--- src/rtl/ysyx_22050078_bru_bp.sv ---
// Fetch-PC owner with BTB + 2-bit counter next-PC prediction and EX-stage branch/jump resolution.
// Latency: lookup and resolve/flush/redirect are combinational (0 cycles); PC, BTB and perf state update on the next edge.
// Backpressure: i_pcwen=0 holds the PC; a mispredict flush always redirects the PC, overriding the stall.
module ysyx_22050078_bru_bp #(
    parameter int                XLEN      = 64,
    parameter int                BTB_DEPTH = 16,
    parameter int                TAG_W     = 12,
    parameter logic [XLEN-1:0]   RESET_PC  = XLEN'(64'h80000000),
    parameter int                PERF_W    = 32
) (
    input  logic                i_clk,
    input  logic                i_rst_n,
    input  logic                i_pcwen,
    output logic [XLEN-1:0]     o_pc,
    output logic                o_pred_taken,
    output logic [XLEN-1:0]     o_pred_target,
    input  logic                i_ex_valid,
    input  logic                i_brch,
    input  logic                i_jal,
    input  logic                i_jalr,
    input  logic [2:0]          i_bfunc3,
    input  logic [XLEN-1:0]     i_rs1_data,
    input  logic [XLEN-1:0]     i_rs2_data,
    input  logic [XLEN-1:0]     i_imm,
    input  logic [XLEN-1:0]     i_ex_pc,
    input  logic                i_ex_pred_taken,
    input  logic [XLEN-1:0]     i_ex_pred_target,
    output logic                o_flush,
    output logic [XLEN-1:0]     o_redirect_pc,
    output logic [PERF_W-1:0]   o_perf_ctrl,
    output logic [PERF_W-1:0]   o_perf_mispred
);

    localparam int IDX_W = $clog2(BTB_DEPTH);

    // Branch funct3 encodings; 3'b010 and 3'b011 are undefined and resolve not-taken.
    localparam logic [2:0] F3_BEQ  = 3'b000;
    localparam logic [2:0] F3_BNE  = 3'b001;
    localparam logic [2:0] F3_BLT  = 3'b100;
    localparam logic [2:0] F3_BGE  = 3'b101;
    localparam logic [2:0] F3_BLTU = 3'b110;
    localparam logic [2:0] F3_BGEU = 3'b111;

    // 2-bit counter values: MSB set means "predict taken".
    localparam logic [1:0] CTR_SNT = 2'b00;
    localparam logic [1:0] CTR_WNT = 2'b01;
    localparam logic [1:0] CTR_WT  = 2'b10;
    localparam logic [1:0] CTR_ST  = 2'b11;

    typedef struct packed {
        logic              vld;
        logic [TAG_W-1:0]  tag;
        logic [XLEN-1:0]   target;
        logic [1:0]        ctr;
    } btb_entry_t;

    // Architectural state
    logic [XLEN-1:0]    pc_q;
    btb_entry_t         btb_q [BTB_DEPTH];
    logic [PERF_W-1:0]  perf_ctrl_q;
    logic [PERF_W-1:0]  perf_mispred_q;

    // Fetch-side lookup
    logic [XLEN-1:0]    pc_inc;
    logic [IDX_W-1:0]   lk_idx;
    logic [TAG_W-1:0]   lk_tag;
    logic               lk_hit;

    // EX-side resolution
    logic [XLEN:0]      sub_res;
    logic               cmp_eq;
    logic               cmp_lt;
    logic               cmp_ltu;
    logic               br_cond;
    logic               is_ctrl;
    logic               is_jump;
    logic               act_taken;
    logic [XLEN-1:0]    ex_inc;
    logic [XLEN-1:0]    jalr_sum;
    logic [XLEN-1:0]    br_target;
    logic [XLEN-1:0]    act_next;
    logic [XLEN-1:0]    pred_next;

    // BTB training
    logic               up_vld;
    logic [IDX_W-1:0]   up_idx;
    logic [TAG_W-1:0]   up_tag;
    btb_entry_t         up_ent;
    logic               up_hit;
    logic               up_we;
    btb_entry_t         up_nxt;

    assign o_pc           = pc_q;
    assign o_perf_ctrl    = perf_ctrl_q;
    assign o_perf_mispred = perf_mispred_q;

    // Predict the next fetch PC from the BTB entry selected by the current PC.
    always_comb begin
        pc_inc        = pc_q + XLEN'(4);
        lk_idx        = pc_q[IDX_W+1:2];
        lk_tag        = pc_q[IDX_W+2 +: TAG_W];
        lk_hit        = btb_q[lk_idx].vld && (btb_q[lk_idx].tag == lk_tag);
        o_pred_taken  = lk_hit && btb_q[lk_idx].ctr[1];
        o_pred_target = lk_hit ? btb_q[lk_idx].target : pc_inc;
    end

    // Evaluate branch conditions from one (XLEN+1)-bit subtraction.
    always_comb begin
        sub_res = {1'b0, i_rs1_data} - {1'b0, i_rs2_data};
        cmp_eq  = ~|sub_res[XLEN-1:0];
        // Borrow out of the zero-extended subtraction means rs1 < rs2 unsigned.
        cmp_ltu = sub_res[XLEN];
        // Differing signs cannot overflow-compare via the difference: the negative one is smaller.
        cmp_lt  = (i_rs1_data[XLEN-1] != i_rs2_data[XLEN-1]) ? i_rs1_data[XLEN-1]
                                                             : sub_res[XLEN-1];
        case (i_bfunc3)
            F3_BEQ:  br_cond = cmp_eq;
            F3_BNE:  br_cond = ~cmp_eq;
            F3_BLT:  br_cond = cmp_lt;
            F3_BGE:  br_cond = ~cmp_lt;
            F3_BLTU: br_cond = cmp_ltu;
            F3_BGEU: br_cond = ~cmp_ltu;
            default: br_cond = 1'b0;
        endcase
    end

    // Resolve the EX instruction's real next PC and compare with what fetch assumed.
    always_comb begin
        is_jump   = i_jal | i_jalr;
        is_ctrl   = i_brch | is_jump;
        act_taken = (i_brch & br_cond) | is_jump;
        ex_inc    = i_ex_pc + XLEN'(4);
        jalr_sum  = i_rs1_data + i_imm;
        br_target = i_jalr ? (jalr_sum & ~XLEN'(1)) : (i_ex_pc + i_imm);
        act_next  = act_taken ? br_target : ex_inc;
        pred_next = i_ex_pred_taken ? i_ex_pred_target : ex_inc;
        // Compares full next-PC, so a non-control instruction predicted taken (alias) also flushes.
        o_flush       = i_rst_n & i_ex_valid & (act_next != pred_next);
        o_redirect_pc = act_next;
    end

    // Compute the trained BTB entry for the resolved control transfer.
    always_comb begin
        up_vld = i_ex_valid & is_ctrl;
        up_idx = i_ex_pc[IDX_W+1:2];
        up_tag = i_ex_pc[IDX_W+2 +: TAG_W];
        up_ent = btb_q[up_idx];
        up_hit = up_ent.vld && (up_ent.tag == up_tag);
        up_we  = 1'b0;
        up_nxt = up_ent;
        if (up_vld) begin
            if (up_hit) begin
                up_we = 1'b1;
                if (is_jump) begin
                    up_nxt.ctr = CTR_ST;
                end else if (act_taken) begin
                    up_nxt.ctr = (up_ent.ctr == CTR_ST) ? CTR_ST : up_ent.ctr + 2'd1;
                end else begin
                    up_nxt.ctr = (up_ent.ctr == CTR_SNT) ? CTR_SNT : up_ent.ctr - 2'd1;
                end
                if (act_taken) begin
                    up_nxt.target = br_target;
                end
            end else if (act_taken) begin
                // Not-taken misses are never allocated: they would only predict fall-through.
                up_we  = 1'b1;
                up_nxt = '{vld: 1'b1, tag: up_tag, target: br_target,
                           ctr: (is_jump ? CTR_ST : CTR_WT)};
            end
        end
    end

    // PC register: a flush wins over the stall, otherwise follow the prediction when enabled.
    always_ff @(posedge i_clk or negedge i_rst_n) begin
        if (!i_rst_n) begin
            pc_q <= RESET_PC;
        end else if (o_flush) begin
            pc_q <= o_redirect_pc;
        end else if (i_pcwen) begin
            pc_q <= o_pred_taken ? o_pred_target : pc_inc;
        end
    end

    // BTB storage; the lookup above reads the pre-update entry on a same-index collision.
    always_ff @(posedge i_clk or negedge i_rst_n) begin
        if (!i_rst_n) begin
            for (int i = 0; i < BTB_DEPTH; i++) begin
                btb_q[i] <= '{vld: 1'b0, tag: '0, target: '0, ctr: CTR_WNT};
            end
        end else if (up_we) begin
            btb_q[up_idx] <= up_nxt;
        end
    end

    // Wrapping performance counters for resolved control transfers and mispredicts.
    always_ff @(posedge i_clk or negedge i_rst_n) begin
        if (!i_rst_n) begin
            perf_ctrl_q    <= '0;
            perf_mispred_q <= '0;
        end else begin
            perf_ctrl_q    <= perf_ctrl_q + PERF_W'(up_vld);
            perf_mispred_q <= perf_mispred_q + PERF_W'(o_flush);
        end
    end

endmodule

--- config.mk ---
export PLATFORM = sky130hd
export DESIGN_NAME = ysyx_22050078_bru_bp
export DESIGN_NICKNAME = d
export VERILOG_FILES = /design/src/rtl/ysyx_22050078_bru_bp.sv
export SDC_FILE = /design/constraint.sdc
export NUM_CORES = 2
export LEC_CHECK = 0
export CORE_MARGIN = 3
export CORE_UTILIZATION = 39
export CTS_CLUSTER_SIZE = 40
export DETAILED_ROUTE_END_ITERATION = 8
export PLACE_DENSITY = 0.67
export SETUP_SLACK_MARGIN = 0.5
export SKIP_CTS_REPAIR_TIMING = 1
export SYNTH_ARGS = -nofsm -noshare
export SYNTH_HDL_FRONTEND = slang
export SYNTH_SLANG_ARGS = --single-unit
--- constraint.sdc ---
create_clock -name i_clk -period 9.7 [get_ports i_clk]
set_clock_uncertainty 0.15 [all_clocks]
set_input_delay 1.94 -clock i_clk [delete_from_list [all_inputs] [get_ports i_clk]]
set_output_delay 1.94 -clock i_clk [all_outputs]
set_load 0.03 [all_outputs]
# Yosys cells after proc, flatten, opt, wreduce, memory -nomap -nowiden
# Cells that the tools add are included.
# W data, S select, Z words.
# word_totals
regBits	1392
input_bits	331
# classes
addsub	9
order_cmp	3
n_eq_ne	10
muxes	31
bitwise	11
reduce_logical	9
# op_table
cell	n
$bwmux W1264	1
$bmux W79 S4	2
$mux W79	7
$mux W64	8
$demux W79 S4	1
$add A64 B3 Y64 const B	2
$add A64 B64 Y64	2
$mux W66	1
$sub A64 B64 Y65	1
$add A32 B1 Y32	2
$ne A64 B64 Y1	1
$reduce_or A64 Y1	1
$eq A12 B12 Y1	2
$mux W13	1
$eq A3 B3 Y1 const B	4
$ge A5 B5 Y1 const B	2
$not A4 Y5	2
$mux W2	4
$pmux W1 S6	1
$lt A5 B1 Y1 const B	1
$mux W1	5
$and A1 B1 Y1	4
$logic_and A1 B1 Y1	4
$eq A3 B1 Y1 const B	1
10 further kinds	13

# Depth between registers and ports, before layout
# depth
ltp_word	11
depth_mapped	40

# Least setup slack after synthesis
# OpenSTA, ideal clock, no wires.
# synth_path
path_kind	input-to-output
from	in i_rs2_data[6]
to	out o_redirect_pc[12]
arrival_ps	8591
required_ps	7610
path_slack_ps	-981
path_stages	31
path_buffers	4
cell_sequence	inv_1 -> ha_1 -> clkbuf_1 -> o21ai_0 -> a211o_1 -> a31oi_1 -> o21ai_1 -> a31o_2 -> a22o_1 -> o21ai_0 -> a31oi_1 -> o21ai_0 -> a21o_1 -> a21oi_1 -> fa_1 -> nand4_1 -> a2111oi_0 -> o2111ai_1 -> a2111o_1 -> a2111oi_0 -> and4_1 -> nand4b_1 -> or4bb_1 -> o311a_1 -> nor2_4 -> and2_1 -> buf_4 -> clkbuf_1 -> buf_2 -> nor2_1 -> a21oi_1
# synth_via
elab_chain_len	7
elab_cells_between_ends	10
classes_between	add/sub (1); mux (3); bitwise (4); reduce/logical (2)
# synth_rtl
item	line_no	rtl
from (decl)	23	input logic [XLEN-1:0] i_rs2_data,
$sub A64 B64 Y65 (*)	109	sub_res = {1'b0, i_rs1_data} - {1'b0, i_rs2_data};
$reduce_or A64 Y1 / $mux W1 (equally long branches)	110, 114	
$logic_not A1 Y1 / $not A1 Y1 (equally long branches)	110, 120	
$pmux W1 S6 (*)	116	case (i_bfunc3)
$and A1 B1 Y1 (*)	131	act_taken = (i_brch & br_cond) | is_jump;
$or A1 B1 Y1 (*)	131	
$mux W64 (*)	135	act_next = act_taken ? br_target : ex_inc;
to (decl)	29	output logic [XLEN-1:0] o_redirect_pc,
# Every way passes the cells marked *; elsewhere a longest branch is shown, timed or not.

# Final worst setup path
# layout_path
from	in i_rs1_data[33]
to	out o_redirect_pc[36]
# layout_via
elab_chain_len	7
elab_cells_between_ends	12
classes_between	add/sub (2); mux (4); bitwise (4); reduce/logical (2)
# layout_rtl
item	line_no	rtl
from (decl)	22	input logic [XLEN-1:0] i_rs1_data,
$sub A64 B64 Y65	109	
$reduce_or A64 Y1 / $mux W1 (equally long branches)	110, 114	
$logic_not A1 Y1 / $not A1 Y1 (equally long branches)	110, 120	
$pmux W1 S6	116	
$and A1 B1 Y1	131	
$or A1 B1 Y1	131	
$mux W64 (*)	135	
# Marks and branches as above.

==> run summary <==
outcome: finished with violations
violations in the final reports: negative setup slack
core area: 0.2408 sq mm
Netlist Area Pre-Place: 0.09454 sq mm
synthesized area per cell: 12.02 sq um
post-synth top area share: 0.3640
TritonCTS Sinks: 1,392
growth of design area from synthesis to finish: 25.66%
pwr dens: 211.2 mW/mm^2
Final min period: 10.52 ns
aggregate routed wire length: 398,100 um
leak pwr: 52.43 nW
worst hold slack after final layout: 0.3260 ns
final hold vios: 0
CTS tree: yes
Max Freq: 0.09504 GHz
post-route clock period utilization: 1.085
normalized max-slew margin: 0.03941
Final setup violation count: 65
predominant post-synthesis flop cell: sky130_fd_sc_hd__dfrtp_1
area leader, netlist: sky130_fd_sc_hd__dfrtp_1
vias in the first global route: 77,881
Initial Utilization: 0.3927
cells taking the most area after synthesis: sky130_fd_sc_hd__dfrtp_1 36%, sky130_fd_sc_hd__mux4_2 19%, sky130_fd_sc_hd__mux2_2 12%, sky130_fd_sc_hd__mux2_1 4.6%, sky130_fd_sc_hd__ha_1 2.6%
Setup crit start kind: input pin
detailed placement HPWL: 300,400 um
Slew Viols, Final: 0
Congestion Overflow GR: 0
height of the die: 498.3 um
H-tree depth reported by CTS: 4
detailed router's first-iteration violation count: 7,943
worst path arrival time: 8.43 ns
crit-path max FO: 8
unrepaired setup endpoints after global routing: true
number of iterations in the first detailed-routing pass: 6
Worst VDD drop: 0.1877 mV
Synth Register Bits: 1,392
number of antenna violations at the first check in global routing: 81
CTS buffer count: 148
final worst-path setup slack: -0.8220 ns
area of the die: 0.2483 sq mm
fill cell count: 20,792
post-synthesis instance total: 7,864
worst setup path class: input pin to output pin
Top Ports: 589
number of buffers on the longest clock path: 3
count of flip-flops with a built-in enable after synthesis: 0
Max Cap Viol: 0
endpoint type of the worst setup path: output pin
via count normalized by instance count: 6.270
clk root buf: sky130_fd_sc_hd__clkbuf_16
worst skew pair latency: 0.82 ns
ratio of cells with drive above 1 in the final layout: 0.3777
Ys Warns: 0
highest-delay cell along the critical path: sky130_fd_sc_hd__or4bb_4
total negative slack: -45.52 ns
count of distinct cell types in the synthesized netlist: 104
most common cell after layout, fill and taps aside: sky130_fd_sc_hd__dfrtp_1
Post-Syn Nets: 8,397
pin count of the biggest net entering global routing: 175
first-pass GRT wire length: 566,300 um
net total in the final layout: 9,514
clock slew seen by the registers of the worst setup and hold paths: 0.05 ns
Port-buffer cells: 588
ys async rst share: 1.000
most prevalent standard cell on the critical path: sky130_fd_sc_hd__buf_12
maximum cell stage delay along the critical path: 0.58 ns
FP Rows: 180
wire per inst: 32.33 um
required time of the worst setup path: 7.61 ns
share of synthesized area occupied by flip-flops and latches: 0.3687
class of the tightest hold or removal check: flop to flop
commonest cells after routing, fill and taps aside: 1,371 x sky130_fd_sc_hd__dfrtp_1, 957 x sky130_fd_sc_hd__mux2_2, 856 x sky130_fd_sc_hd__buf_4
transition time at the pin with the least slew margin: 1.426 ns
overall global routing resource usage: 0.3113
gp weighted congestion: 1.026
DR DRC count: 0
total via count after detailed routing: 77,203
DRT antenna net count: 0
horizontal die dimension: 498.3 um
final cells by class:
| type | count | area [sq um] | area share |
|---|---|---|---|
| diodes | 34 | 85.08 | 0.0007162 |
| inverters | 162 | 635.6 | 0.005350 |
| clock inverters | 57 | 829.5 | 0.006983 |
| well taps | 3185 | 3985 | 0.03354 |
| repair buffers | 1601 | 16080 | 0.1353 |
| flip-flops and latches | 1392 | 34870 | 0.2935 |
| clock buffers | 207 | 4195 | 0.03531 |
| multi-input cells | 5676 | 58120 | 0.4892 |
per-stage QoR:
stage          area, sq um  utilization  std cells  setup slack, ns  power [mW]
6_report            118800       0.4934      12314          -0.8220       25.09
5_1_grt             118700       0.4931      12284           -1.039       26.04
4_1_cts             117000       0.4860      12242           -2.025       24.92
3_5_place_dp        112000       0.4651      11978           -1.946       19.00
3_3_place_gp        112000       0.4651      11978           -1.884       18.66
2_1_floorplan        95490            -       7864          -0.4252       14.78
state kept, by name (all words and copies together) (netlist names):
signal and flops:
btb_q 1264, o_pc 64, o_perf_mispred 32, o_perf_ctrl 32
metal layers:
metal  part of all wire  GRT usage  up-vias
li1                   -          -    32299
met1               0.38     0.3939    40180
met2               0.46     0.4944     3769
met3              0.087    0.07157      901
met4              0.067     0.1710       54
met5            0.00081          0        -
cells in the mapped netlist (134+ instances only):
library cell                  n
sky130_fd_sc_hd__dfrtp_1   1375
sky130_fd_sc_hd__mux2_1     384
sky130_fd_sc_hd__mux2_2     971
sky130_fd_sc_hd__buf_2      184
sky130_fd_sc_hd__o21ai_0    353
sky130_fd_sc_hd__clkbuf_1   328
sky130_fd_sc_hd__nand4_1    134
sky130_fd_sc_hd__mux4_2     784
sky130_fd_sc_hd__inv_1      162
sky130_fd_sc_hd__ha_1       198
sky130_fd_sc_hd__nor2_1     263
sky130_fd_sc_hd__nand3_1    187
sky130_fd_sc_hd__a21oi_1    376
sky130_fd_sc_hd__xnor2_1    266
sky130_fd_sc_hd__xor2_1     170
sky130_fd_sc_hd__nand2_1    452
worst max-delay path, delay by kind of cell:
family / cells / cell delay (ns)
compound gates: 12 / 2.48
simple gates: 9 / 1.86
buf+inv: 7 / 1.00
fa+ha+maj: 2 / 0.78
mux: 1 / 0.32
worst paths after layout:
kind / start / to / slack, ns / cells after the start
worst max-delay path: i_rs1_data[33] / o_redirect_pc[36] / -0.82 / 31
max in group asynchronous: i_rst_n / o_perf_ctrl[31] / 4.63 / 5
worst max register to register: o_pc[3] / o_pc[29] / 3.14 / 14
worst min-delay path: o_perf_mispred[31] / o_perf_mispred[31] / 0.33 / 1
worst min register to register: o_perf_mispred[31] / o_perf_mispred[31] / 0.33 / 1
min in group asynchronous: i_rst_n / btb_q[688] / 0.90 / 1
report_power, final:
part           switching [mW]  internal (mW)  total [mW]
combinational            5.37           5.17        10.5
clock                    2.54           3.35        5.89
sequential               1.33           7.33        8.66
kinds of logic after synthesis:
family                     after synthesis  share of synthesized area
DFF                                   1392                     0.3687
muxes                                 2261                     0.3630
AOI/OAI and AO/OA                     1273                    0.08370
xor gates and xnor gates               439                    0.04113
adders and majority gates              203                    0.02716
buffers and inverters                  796                    0.03622
and+or+nand+nor                       1500                    0.08011
(Power assumes the default switching activity.)
